===== src/rtl/fetch_unit_if.sv =====
// rtl/fetch_unit_if.sv - fetch-to-decode instruction handshake
interface fetch_unit_if;
   logic        instr_valid;
   logic        instr_ready;
   logic [15:0] instr;
   logic [15:0] instr_pc;

   modport master (output instr_valid, output instr, output instr_pc, input instr_ready);
   modport slave  (input instr_valid, input instr, input instr_pc, output instr_ready);
endinterface


===== src/rtl/fetch_unit.sv =====
// rtl/fetch_unit.sv - instruction fetch stage: registered PC, one-cycle memory, credit-limited FIFO
module fetch_unit #(
   parameter logic [15:0] RESET_VECTOR = 16'h0000,
   parameter int unsigned DEPTH        = 2
) (
   input  logic         clock,
   input  logic         reset,
   output logic [15:0]  program_counter,
   input  logic [15:0]  current_instruction,
   input  logic         fetch_enable,
   input  logic         redirect_valid,
   input  logic [15:0]  redirect_target,
   fetch_unit_if.master dec
);
   localparam int PW = (DEPTH > 1) ? $clog2(DEPTH) : 1;
   localparam int CW = $clog2(DEPTH + 1) + 1;

   logic [15:0]   word_q [DEPTH];
   logic [15:0]   pc_q   [DEPTH];
   logic [PW-1:0] rd_ptr;
   logic [PW-1:0] wr_ptr;
   logic [CW-1:0] count;
   logic          inflight;
   logic [15:0]   inflight_pc;
   logic          pop;
   logic          push;
   logic          issue;
   logic [CW:0]   credit;

   function automatic logic [PW-1:0] next_ptr(input logic [PW-1:0] p);
      return (p == PW'(DEPTH - 1)) ? '0 : p + PW'(1);
   endfunction

   assign dec.instr_valid = (count != '0);
   assign dec.instr       = word_q[rd_ptr];
   assign dec.instr_pc    = pc_q[rd_ptr];

   assign pop  = dec.instr_valid && dec.instr_ready;
   assign push = inflight && !redirect_valid;

   // Slots already promised (stored + in flight) after this cycle's pop; a new fetch
   // is only launched when its word is guaranteed a FIFO slot on return.
   assign credit = {1'b0, count} + (CW+1)'(inflight) - (CW+1)'(pop);
   assign issue  = !redirect_valid && fetch_enable && (credit < (CW+1)'(DEPTH));

   always_ff @(posedge clock) begin
      if (reset) begin
         program_counter <= RESET_VECTOR;
         inflight        <= 1'b0;
         inflight_pc     <= '0;
         rd_ptr          <= '0;
         wr_ptr          <= '0;
         count           <= '0;
         for (int i = 0; i < int'(DEPTH); i++) begin
            word_q[i] <= '0;
            pc_q[i]   <= '0;
         end
      end else if (redirect_valid) begin
         program_counter <= redirect_target;
         inflight        <= 1'b0;
         rd_ptr          <= '0;
         wr_ptr          <= '0;
         count           <= '0;
      end else begin
         inflight <= issue;
         if (issue) begin
            inflight_pc     <= program_counter;
            program_counter <= program_counter + 16'd1;
         end
         if (push) begin
            word_q[wr_ptr] <= current_instruction;
            pc_q[wr_ptr]   <= inflight_pc;
            wr_ptr         <= next_ptr(wr_ptr);
         end
         if (pop) begin
            rd_ptr <= next_ptr(rd_ptr);
         end
         if (push && !pop) begin
            count <= count + CW'(1);
         end else if (!push && pop) begin
            count <= count - CW'(1);
         end
      end
   end

   always_ff @(posedge clock) begin
      if (!reset && push && !pop) begin
         assert (count < CW'(DEPTH));
      end
   end
endmodule


===== src/flat_wrapper.sv =====
// flat-port wrapper written by rule: the top's interface ports become plain ports
module fetch_unit_flat 
#(
   parameter logic [15:0] RESET_VECTOR = 16'h0000,
   parameter int unsigned DEPTH        = 2
)
  (clock, reset, program_counter, current_instruction, fetch_enable, redirect_valid, redirect_target, dec_instr_valid, dec_instr, dec_instr_pc, dec_instr_ready);
  fetch_unit_if dec_i ();
  input  logic clock;
  input  logic reset;
  output logic [15:0] program_counter;
  input  logic [15:0] current_instruction;
  input  logic fetch_enable;
  input  logic redirect_valid;
  input  logic [15:0] redirect_target;
  output wire logic [$bits(dec_i.instr_valid)-1:0] dec_instr_valid;
  output wire logic [$bits(dec_i.instr)-1:0] dec_instr;
  output wire logic [$bits(dec_i.instr_pc)-1:0] dec_instr_pc;
  input wire logic [$bits(dec_i.instr_ready)-1:0] dec_instr_ready;
  assign dec_instr_valid = dec_i.instr_valid;
  assign dec_instr = dec_i.instr;
  assign dec_instr_pc = dec_i.instr_pc;
  assign dec_i.instr_ready = dec_instr_ready;
  fetch_unit #(.RESET_VECTOR(RESET_VECTOR), .DEPTH(DEPTH)) u_core (.clock(clock), .reset(reset), .program_counter(program_counter), .current_instruction(current_instruction), .fetch_enable(fetch_enable), .redirect_valid(redirect_valid), .redirect_target(redirect_target), .dec(dec_i));
endmodule

===== config.mk =====
export PLATFORM = sky130hd
export DESIGN_NAME = fetch_unit_flat
export DESIGN_NICKNAME = d
export VERILOG_FILES = /design/src/rtl/fetch_unit_if.sv /design/src/rtl/fetch_unit.sv /design/src/flat_wrapper.sv
export SDC_FILE = /design/constraint.sdc
export NUM_CORES = 1
export LEC_CHECK = 0
export ABC_CLOCK_PERIOD_IN_PS = 3200
export CORE_AREA = 8 8 143 118
export CTS_CLUSTER_SIZE = 28
export DETAILED_ROUTE_END_ITERATION = 8
export DIE_AREA = 0 0 151 126
export GPL_ROUTABILITY_DRIVEN = 0
export HOLD_SLACK_MARGIN = 0.02
export SLEW_MARGIN = 30
export SYNTH_ARGS = -nofsm -noshare
export SYNTH_HDL_FRONTEND = slang
export SYNTH_SLANG_ARGS = --single-unit

===== constraint.sdc =====
create_clock -name clock -period 3.2 [get_ports clock]
set_input_delay 0.64 -clock clock [delete_from_list [all_inputs] [get_ports clock]]
set_output_delay 0.64 -clock clock [all_outputs]
set_load 0.02 [all_outputs]

==> results.yml, run 1 <==
routing:
  wl_per_cell_um: 17.6
  drc: 0
  vias: 3839
  drt_wl_total_um: 13000
  drtPass1Iterations: 4
  ant_nets: 0
  routed_via_density: 5.21
  drt_iter0_markers: 348
power_and_ir_drop:
  leakagePower_nw: 2.37
  power.share.switching: 0.238
  p_seq_frac: 0.508
  powerDensity_nw_per_um2: 443
  pwr-share-clk: 0.358
  p_int_mw: 2.25
  power_switching_mw: 0.704
  irDropWorstVdd_uv: 259
  combPwrFrac: 0.134
  power_mw: 2.96
floorplanning:
  die-height_um: 126
  core_area_sq_um: 14600
  start_util: 0.341
  io_pins: 86
  die-area_sq_um: 19000
  num_rows: 40
  fp.dieW_um: 151
worst_setup_path:
  end_kind: "flip-flop"
  crit_chain: "or3_4 > nand2_4 > inv_2 > ha_4 > nand2b_4 > fa_1 > nand3b_1 > nand2b_4 > or4_4 > a2111oi_4"
  cp_max_fo: 5
  start_kind: "flip-flop"
  crit_required_ns: 3.44
  slowest_delay_ns: 0.58
  path_buf_inv: 1
  crit_family: "simple AND/OR/NAND/NOR gates"
  cpMostUsedCell: "nand2b_4"
  critPathArrivalTime_ns: 3.39
  criticalPathCategory: "flip-flop to flip-flop"
  slowest_stage: "fa_1"
logic_synthesis:
  yosys.area_share.simple: 0.215
  async_reset_ff_frac: 0
  synth_edf_count: 64
  ys_ff_latch: 103
  syn_nets: 494
  synth-compound-area-share: 0.0923
  synth-main-ff-cell: "edfxtp_1"
  ys_seq_area_frac: 0.542
  synth_xor_xnor_area_share: 0.0120
  synth_top_family_by_area: "simple AND/OR/NAND/NOR gates"
  synth.cell_area_sq_um: 4990
  ys_types: 51
  synthCells: 450
  syn_avg_cell_area_sq_um: 11.1
  yosys-mux-area-fraction: 0.0742
  synthAdderAreaFrac: 0.0206
  synth_warnings: 0
cts:
  clk_pin_slew_ns: 0.07
  clock_path_buffers: 2
  cts_made_buffers: 9
  hold_buffers: 0
  cts.sinks: 103
  clockRootBuffer: "clkbuf_16"
  htreeDepth: 3
  cts_tree: "done"
  clock_latency_ns: 0.35
timing:
  finClkSkew_ns: 0.0122
  tightest_slew_ns: 0.895
  finalHoldViolCount: 0
  maxSlewViolCount: 0
  setup_ws_ns: 0.0485
  rsz0062_at_grt: "yes"
  fin_crit_ns: 3.15
  min_period_over_period: 0.985
  setup_viol: 0
  fmax_mhz: 317
  slew_headroom: 0.400
flow_run:
  cap_violations: 0
worst_hold_path:
  min_path_type: "flip-flop to flip-flop"
placed_design:
  io_buffer_count: 85
  dp_hpwl_um: 8570
  dpl_worst_slack_ns: -0.430
grt:
  grt_pass1_wl_um: 20100
  grt_pass1_vias: 3824
  track_usage: 0.132
  antenna_found_initial: 0
  grt_max_degree: 36
  gr-total-overflow: 0
layout:
  area_delta_synth_final_pct: 33.8
  n_antenna_cell: 0
  drive_gt1_frac: 0.193
  nNetsFinal: 587
status:
  outcome: "finished, final reports clean"
sequential cells by signal (all words and copies together) (netlist names), named ones only:
| register | cells |
|---|---|
| u_core.inflight_pc | 16 |
| u_core.word_q | 32 |
| u_core.rd_ptr | 1 |
| u_core.inflight | 1 |
| u_core.program_counter | 16 |
| u_core.count | 3 |
| u_core.wr_ptr | 1 |
| u_core.pc_q | 32 |
path summary, 6_finish.rpt:
check	start	endpoint	slack, ns	cells after the start
setup reg to reg	u_core.count[1]	u_core.program_counter[8]	0.05	10
setup / recovery	u_core.count[1]	u_core.program_counter[8]	0.05	10
hold / removal	u_core.inflight_pc[13]	u_core.inflight_pc[13]	0.48	2
hold reg to reg	u_core.inflight_pc[13]	u_core.inflight_pc[13]	0.48	2
kinds of logic after synthesis:
group           after synthesis
compound gates               62
xor+xnor                      6
fa+ha+maj                     7
buf+inv                      55
flops                       103
mux                          33
simple gates                184
power by group through the flow:
stage / logic, mW / registers (mW) / clock network [mW]
final: 0.396 / 1.50 / 1.06
after global routing: 0.423 / 1.51 / 1.15
after CTS: 0.372 / 1.50 / 1.09
after detailed placement: 0.367 / 1.53 / 0
after global placement: 0.364 / 1.53 / 0
after floorplan: 0.176 / 1.53 / 0
area by class of cell:
cell class	count	area, sq um
Fill cell	1335	7940
Clock buffer	14	244
Multi-Input combinational cell	293	2290
Clock inverter	2	33.8
Timing Repair Buffer	117	1090
Inverter	19	71.3
Tap cell	189	236
Sequential cell	103	2700
cells in the mapped netlist, types with 2 or more instances:
cell,count,area (sq um)
xor2_1,3,26.3
o41ai_1,4,35.0
and3_1,3,18.8
and2_1,66,413
nand4_1,23,144
a311oi_1,4,35.0
dfxtp_1,39,781
buf_6,2,22.5
nor3b_1,2,15.0
and4_1,3,26.3
nand3_1,26,130
a221oi_1,2,17.5
ha_1,5,62.6
a21oi_1,21,105
edfxtp_1,64,1920
a2111oi_1,4,40.0
buf_1,4,15.0
o21ai_0,3,15.0
inv_1,18,67.6
nor2_1,31,116
o311a_1,2,20.0
fa_1,2,40.0
nand2_1,5,18.8
a2111oi_0,12,105
or3_1,2,12.5
mux2_2,32,360
or4_1,8,60.1
xnor2_1,2,17.5
a41oi_1,2,17.5
clkbuf_1,30,113
or2_2,2,12.5
nor2b_1,3,18.8
a211o_1,3,26.3
stage by stage:
stage	cell area (sq um)	utilization	cells	setup TNS, ns	hold slack [ns]
floorplan	5000	-	450	0	0.452
global placement	6180	0.423	719	-2.67	0.471
detailed placement	6180	0.423	719	-4.85	0.476
CTS	6480	0.443	735	0	0.484
global route	6680	0.457	737	-0.105	0.511
finish	6680	0.457	737	0	0.478
placed cells by master, fill, tap and decap left out, types with 17 or more instances in the layout:
cell type        synthesis  routed
a21oi_1                 21      21
and2_1                  66      66
buf_4                    0      32
clkdlybuf4s50_1          0      84
dfxtp_1                 39      38
edfxtp_1                64      64
inv_1                   18      17
mux2_2                  32      32
nand3_1                 26      26
nand4_1                 23      23
nor2_1                  31      31
layer usage:
layer / share of wire / global-route usage
met1: 0.45 / 0.171
met2: 0.46 / 0.202
met3: 0.078 / 0.0494
met4: 0.0099 / 0.0383
met5: 0 / 0
repair_timing:
item,in CTS,in global routing
gates resized for setup,6,33
gates cloned,0,1
pin swaps,0,5
setup endpoints to repair,4,10
buffers inserted,0,1
worst register-to-register path: stages, from the launching register on:
cell       delay (ns)
dfxtp_2          0.32
or3_4            0.39
nand2_4          0.08
inv_2            0.04
ha_4             0.23
nand2b_4         0.14
fa_1             0.58
nand3b_1         0.16
nand2b_4         0.21
or4_4            0.56
a2111oi_4        0.34
(Power assumes the default switching activity.)
==> run 2: changes to the inputs <==
--- a/config.mk
+++ b/config.mk
@@ -6,12 +6,13 @@
 export NUM_CORES = 1
 export LEC_CHECK = 0
 export ABC_CLOCK_PERIOD_IN_PS = 3200
-export CORE_AREA = 8 8 143 118
+export CORE_AREA = 8 8 123 103
 export CTS_CLUSTER_SIZE = 28
 export DETAILED_ROUTE_END_ITERATION = 8
-export DIE_AREA = 0 0 151 126
+export DIE_AREA = 0 0 131 111
 export GPL_ROUTABILITY_DRIVEN = 0
 export HOLD_SLACK_MARGIN = 0.02
+export PLACE_DENSITY = 0.75
 export SLEW_MARGIN = 30
 export SYNTH_ARGS = -nofsm -noshare
 export SYNTH_HDL_FRONTEND = slang
==> run 2 against run 1 <==
Compared with the run above:
- clock power grew 4%
- sequential share of layout area grew 0.20 points
- register-to-register slack lost 0.02 ns
- die area shrank 24%
- power grew 1.4%
- combinational power is essentially flat
- non-clock buffer count shrank 5
- critical path type is now primary input to flip-flop
==> results.yml, run 2 (synthesis gave the netlist of run 1 again) <==
status:
  outcome: "finished, final reports clean"
placed_design:
  io_buffer_count: 85
  dp_hpwl_um: 8430
  place_inst: 670
worst_setup_path:
  crit_required_ns: 3.44
  path_buf_inv: 2
  crit_family: "simple AND/OR/NAND/NOR gates"
  r2r_slack_ns: 0.03
  end_kind: "flip-flop"
  cp_max_fo: 6
  criticalPathCategory: "primary input to flip-flop"
  start_kind: "primary input"
  crit_chain: "clkdlybuf4s50_1 > nand2_2 > inv_2 > ha_4 > nand2b_4 > fa_1 > nand3b_1 > nand2b_4 > or4_1 > a2111oi_1"
  critPathArrivalTime_ns: 3.42
  cpMostUsedCell: "nand2b_4"
  slowest_delay_ns: 0.58
  slowest_stage: "fa_1"
layout:
  fin_util: 0.627
  fillers: 811
  seqCellArea_sq_um: 2700
  stdcell_count: 687
  nNetsFinal: 582
  largest_registers: "u_core.pc_q x32, u_core.word_q x32"
  n_antenna_cell: 0
  drive_gt1_frac: 0.199
  layout_common_cells: "clkdlybuf4s50_1 (85), and2_1 (66), edfxtp_1 (64), dfxtp_1 (38), mux2_2 (32)"
  area_delta_synth_final_pct: 33.1
  multiInputGateArea_sq_um: 2300
  layout_commonest_cell: "clkdlybuf4s50_1"
floorplanning:
  io_pins: 86
  fp.dieW_um: 131
  die-height_um: 111
  die-area_sq_um: 14500
  start_util: 0.471
  core_area_sq_um: 10600
  num_rows: 34
timing:
  finClkSkew_ns: 0.0132
  setup_viol: 0
  min_period_over_period: 0.995
  fin_crit_ns: 3.18
  maxSlewViolCount: 0
  tightest_slew_ns: 0.876
  holdWs_ns: 0.481
  rsz0062_at_grt: "yes"
  fmax_mhz: 314
  finalHoldViolCount: 0
  slew_headroom: 0.413
flow_run:
  cap_violations: 0
cts:
  cts_made_buffers: 9
  htreeDepth: 3
  cts_tree: "done"
  clock_latency_ns: 0.35
  clk_pin_slew_ns: 0.08
  hold_buffers: 0
  cts.sinks: 103
  post_cts_buffers: 0
  clockRootBuffer: "clkbuf_16"
  clock_path_buffers: 2
power_and_ir_drop:
  leakagePower_nw: 2.36
  irDropWorstVdd_uv: 276
  powerDensity_nw_per_um2: 451
  power_mw: 3.00
grt:
  grt_max_degree: 33
  track_usage: 0.173
  grt_pass1_vias: 3903
  antenna_found_initial: 0
  gr-total-overflow: 0
  grt_pass1_wl_um: 19900
routing:
  ant_nets: 0
  drc: 0
  vias: 3969
  wl_per_cell_um: 18.8
  drtPass1Iterations: 5
  routed_via_density: 5.78
  drt_wl_total_um: 12900
  drt_iter0_markers: 431
worst_hold_path:
  min_path_type: "flip-flop to flip-flop"
==> run 2: cell count changes in the layout (fill, tap and decap cells not counted), moves of 2 or more <==
cell,previous run,this run
buf_4,32,23
buf_6,0,2
clkbuf_1,5,1
clkinv_2,0,2
buf_12,0,2
or4_1,5,2
or4_4,3,6
==> run 2: cell type report <==
class                   instances  area share
flip-flops and latches        103       0.407
multi-input cells             293       0.347
repair buffers                112       0.163
clock buffers                  10      0.0345
well taps                     144      0.0271
inverters                      19      0.0107
clock inverters                 6      0.0104
==> run 2: what timing repair did <==
item | CTS | global route
cloned | 0 | 1
gates resized for setup | 1 | 40
endpoints found under the setup margin | 2 | 12
pin swaps | 1 | 6
==> run 2: worst reg2reg max path, delay by kind of cell (launching register included) <==
family | cells | cell delay, ns
adders and majority gates | 2 | 0.81
buffers and inverters | 1 | 0.05
DFF | 1 | 0.32
and+or+nand+nor | 6 | 1.55
AOI/OAI and AO/OA | 1 | 0.34
==> run 2: routing by layer <==
layer  share of wire  vias up  GRT usage
met5               0        -          0
met4           0.021        0     0.0519
met3           0.084       33     0.0601
met2            0.47      197      0.272
met1            0.42     1897      0.218
li1                -     1842          -
==> run 2: stage by stage <==
stage	area, sq um	setup TNS, ns	worst slack, ns
floorplan	5000	0	0.0320
global placement	6120	-1.78	-0.181
detailed placement	6120	-5.09	-0.371
CTS	6420	0	0.00622
global route	6640	-0.0646	-0.0419
finish	6640	0	0.0154
==> run 2: report_power, final <==
group	internal, mW	switching [mW]	total (mW)
Combinational	0.184	0.212	0.395
Clock	0.614	0.488	1.10
Sequential	1.46	0.0424	1.50
==> run 2: path summary, 6_finish.rpt <==
path | endpoint | start | cells past startpoint
worst max-delay path | u_core.program_counter[6] | dec_instr_ready | 10
worst max register to register | u_core.program_counter[6] | u_core.count[1] | 10
worst min register to register | u_core.inflight_pc[8] | u_core.inflight_pc[8] | 2
worst min-delay path | u_core.inflight_pc[8] | u_core.inflight_pc[8] | 2
==> run 3: changes to the inputs <==
--- a/config.mk
+++ b/config.mk
@@ -6,10 +6,10 @@
 export NUM_CORES = 1
 export LEC_CHECK = 0
 export ABC_CLOCK_PERIOD_IN_PS = 3200
-export CORE_AREA = 8 8 123 103
+export CORE_AREA = 3 3 118 98
 export CTS_CLUSTER_SIZE = 28
 export DETAILED_ROUTE_END_ITERATION = 8
-export DIE_AREA = 0 0 131 111
+export DIE_AREA = 0 0 121 101
 export GPL_ROUTABILITY_DRIVEN = 0
 export HOLD_SLACK_MARGIN = 0.02
 export PLACE_DENSITY = 0.75
==> constraint.sdc (replaced) <==
create_clock -name clock -period 3.2 [get_ports clock]
set_input_delay 0.96 -clock clock [delete_from_list [all_inputs] [get_ports clock]]
set_output_delay 0.96 -clock clock [all_outputs]
set_load 0.02 [all_outputs]
==> run 3 against run 2 <==
Compared with the run above:
- via count decreased by 1.4%
- combinational power about the same
- cell area decreased by 0.73%
- cell count increased by 0.29%
- critical path depth unchanged
- setup slack improved by 0.090 ns
- sequential share of layout area increased by 0.30 points
- sequential power about the same
- clock skew decreased by 0.0018 ns
- critical path type unchanged
- largest power group unchanged
- highest routed layer unchanged
==> results.yml, run 3 (synthesis gave the netlist of run 1 again) <==
timing:
  maxSlewViolCount: 0
  min_period_over_period: 0.967
  finalHoldViolCount: 0
  rsz0062_at_grt: "yes"
  setup_ws_ns: 0.105
  finClkSkew_ns: 0.0114
  fmax_mhz: 323
  final.setup.tns_ns: 0
  setup_viol: 0
  slew_headroom: 0.430
  fin_crit_ns: 3.09
  holdWs_ns: 0.475
  tightest_slew_ns: 0.855
worst_setup_path:
  criticalPathCategory: "primary input to flip-flop"
  reg2reg_to: "u_core.program_counter[12]"
  slowest_stage: "or4_1"
  crit_chain: "clkbuf_2 > nand2_8 > inv_4 > ha_4 > nand2b_4 > fa_1 > nand3b_1 > nand2b_4 > or4_1 > a2111oi_4"
  r2r_slack_ns: 0.11
  end_kind: "flip-flop"
  cpMostUsedCell: "nand2b_4"
  cp_max_fo: 6
  worstReg2RegStart: "u_core.count[0]"
  start_kind: "primary input"
  slowest_delay_ns: 0.59
  critPathArrivalTime_ns: 3.34
  r2r_cells: 10
  crit_required_ns: 3.45
worst_hold_path:
  whs_endpoint: "u_core.inflight_pc[7]"
  holdPathStages: 2
  min_path_type: "flip-flop to flip-flop"
  worstHoldStart: "u_core.inflight_pc[7]"
layout:
  largest_registers: "u_core.pc_q x32, u_core.word_q x32"
  area_delta_synth_final_pct: 32.2
  layout_commonest_cell: "clkdlybuf4s50_1"
  n_antenna_cell: 0
  layout_common_cells: "clkdlybuf4s50_1 (84), and2_1 (66), edfxtp_1 (64), dfxtp_1 (38), mux2_2 (32)"
  drive_gt1_frac: 0.198
  nNetsFinal: 584
grt:
  gr-total-overflow: 0
  antenna_found_initial: 0
  track_usage: 0.196
  grt_pass1_wl_um: 19200
  grt_pass1_vias: 3820
  grt_max_degree: 33
power_and_ir_drop:
  p_seq_frac: 0.516
  combPwrFrac: 0.135
  pwr-share-clk: 0.349
  leakagePower_nw: 2.34
  p_int_mw: 2.17
  powerDensity_nw_per_um2: 441
  irDropWorstVdd_uv: 254
  power.share.switching: 0.253
  power_switching_mw: 0.737
cts:
  post_cts_buffers: 0
  hold_buffers: 0
  clock_latency_ns: 0.34
  clockRootBuffer: "clkbuf_16"
  htreeDepth: 3
  cts.sinks: 103
  cts_tree: "done"
  clock_path_buffers: 2
  clk_pin_slew_ns: 0.08
  cts_made_buffers: 9
routing:
  wl_per_cell_um: 17.6
  vias: 3914
  routed_via_density: 5.68
  drt_wl_total_um: 12100
  ant_nets: 0
  drt_iter0_markers: 308
  drc: 0
  drtPass1Iterations: 5
status:
  outcome: "finished, final reports clean"
placed_design:
  dp_hpwl_um: 7920
  dpl_worst_slack_ns: -0.745
  io_buffer_count: 85
floorplanning:
  die-height_um: 101
  io_pins: 86
  die-area_sq_um: 12200
  fp.dieW_um: 121
  core_area_sq_um: 10600
  num_rows: 34
  start_util: 0.471
flow_run:
  cap_violations: 0
run 3: cell count changes in the layout (fill, tap and decap cells not counted), sizes merged:
cell / change
buf: +2
bufinv: -1
clkdlybuf4s50: -1
clkinvlp: +2
run 3: metrics by stage:
step | instances | total power, mW | cell area [sq um] | utilization
finish | 689 | 2.91 | 6600 | 0.623
global route | 689 | 3.00 | 6600 | 0.623
CTS | 688 | 2.90 | 6520 | 0.615
detailed placement | 672 | 1.90 | 6170 | 0.583
global placement | 672 | 1.89 | 6170 | 0.583
floorplan | 450 | 1.71 | 5040 | -
run 3: metal layers:
layer / vias to the layer above / global-route usage / share of wire
li1: 1836 / - / -
met1: 1854 / 0.275 / 0.44
met2: 189 / 0.308 / 0.47
met3: 35 / 0.0449 / 0.078
met4: 0 / 0.0549 / 0.017
met5: - / 0 / 0
run 3: repair_timing:
action,in CTS,in global routing
gates resized for setup,22,14
endpoints found under the setup margin,32,12
pin swaps,0,3
gates cloned,0,1
run 3: layout make-up:
| cell class | count | area (sq um) |
|---|---|---|
| Fill cell | 797 | 4000 |
| Tap cell | 144 | 180 |
| Inverter | 19 | 73.8 |
| Timing Repair Buffer | 114 | 1090 |
| Clock inverter | 7 | 47.5 |
| Multi-Input combinational cell | 293 | 2280 |
| Clock buffer | 9 | 225 |
| Sequential cell | 103 | 2700 |
run 3: power by group through the flow:
stage	Sequential [mW]	Clock (mW)	Combinational, mW
after global routing	1.51	1.08	0.422
after global placement	1.53	0	0.361
after CTS	1.50	1.02	0.380
after detailed placement	1.53	0	0.368
after floorplan	1.53	0	0.179
final	1.50	1.01	0.393
run 3: how the worst max path moves through the flow:
stage               startpoint                    endpoint  slack, ns  cells after the start
2_1_floorplan  dec_instr_ready  u_core.program_counter[13]      -0.03                     10
3_3_place_gp   dec_instr_ready  u_core.program_counter[13]      -0.58                     10
3_5_place_dp   dec_instr_ready  u_core.program_counter[10]      -0.74                     11
4_1_cts        dec_instr_ready  u_core.program_counter[13]      -0.02                     10
5_1_grt        u_core.count[0]   u_core.program_counter[8]      -0.02                     10
6_report       dec_instr_ready  u_core.program_counter[12]       0.11                     10
run 3: worst max-delay path: cells and delay by family:
| family | cells | cell delay [ns] |
|---|---|---|
| adders and majority gates | 2 | 0.73 |
| and+or+nand+nor | 5 | 1.19 |
| buffers and inverters | 2 | 0.15 |
| AOI/OAI and AO/OA | 1 | 0.30 |
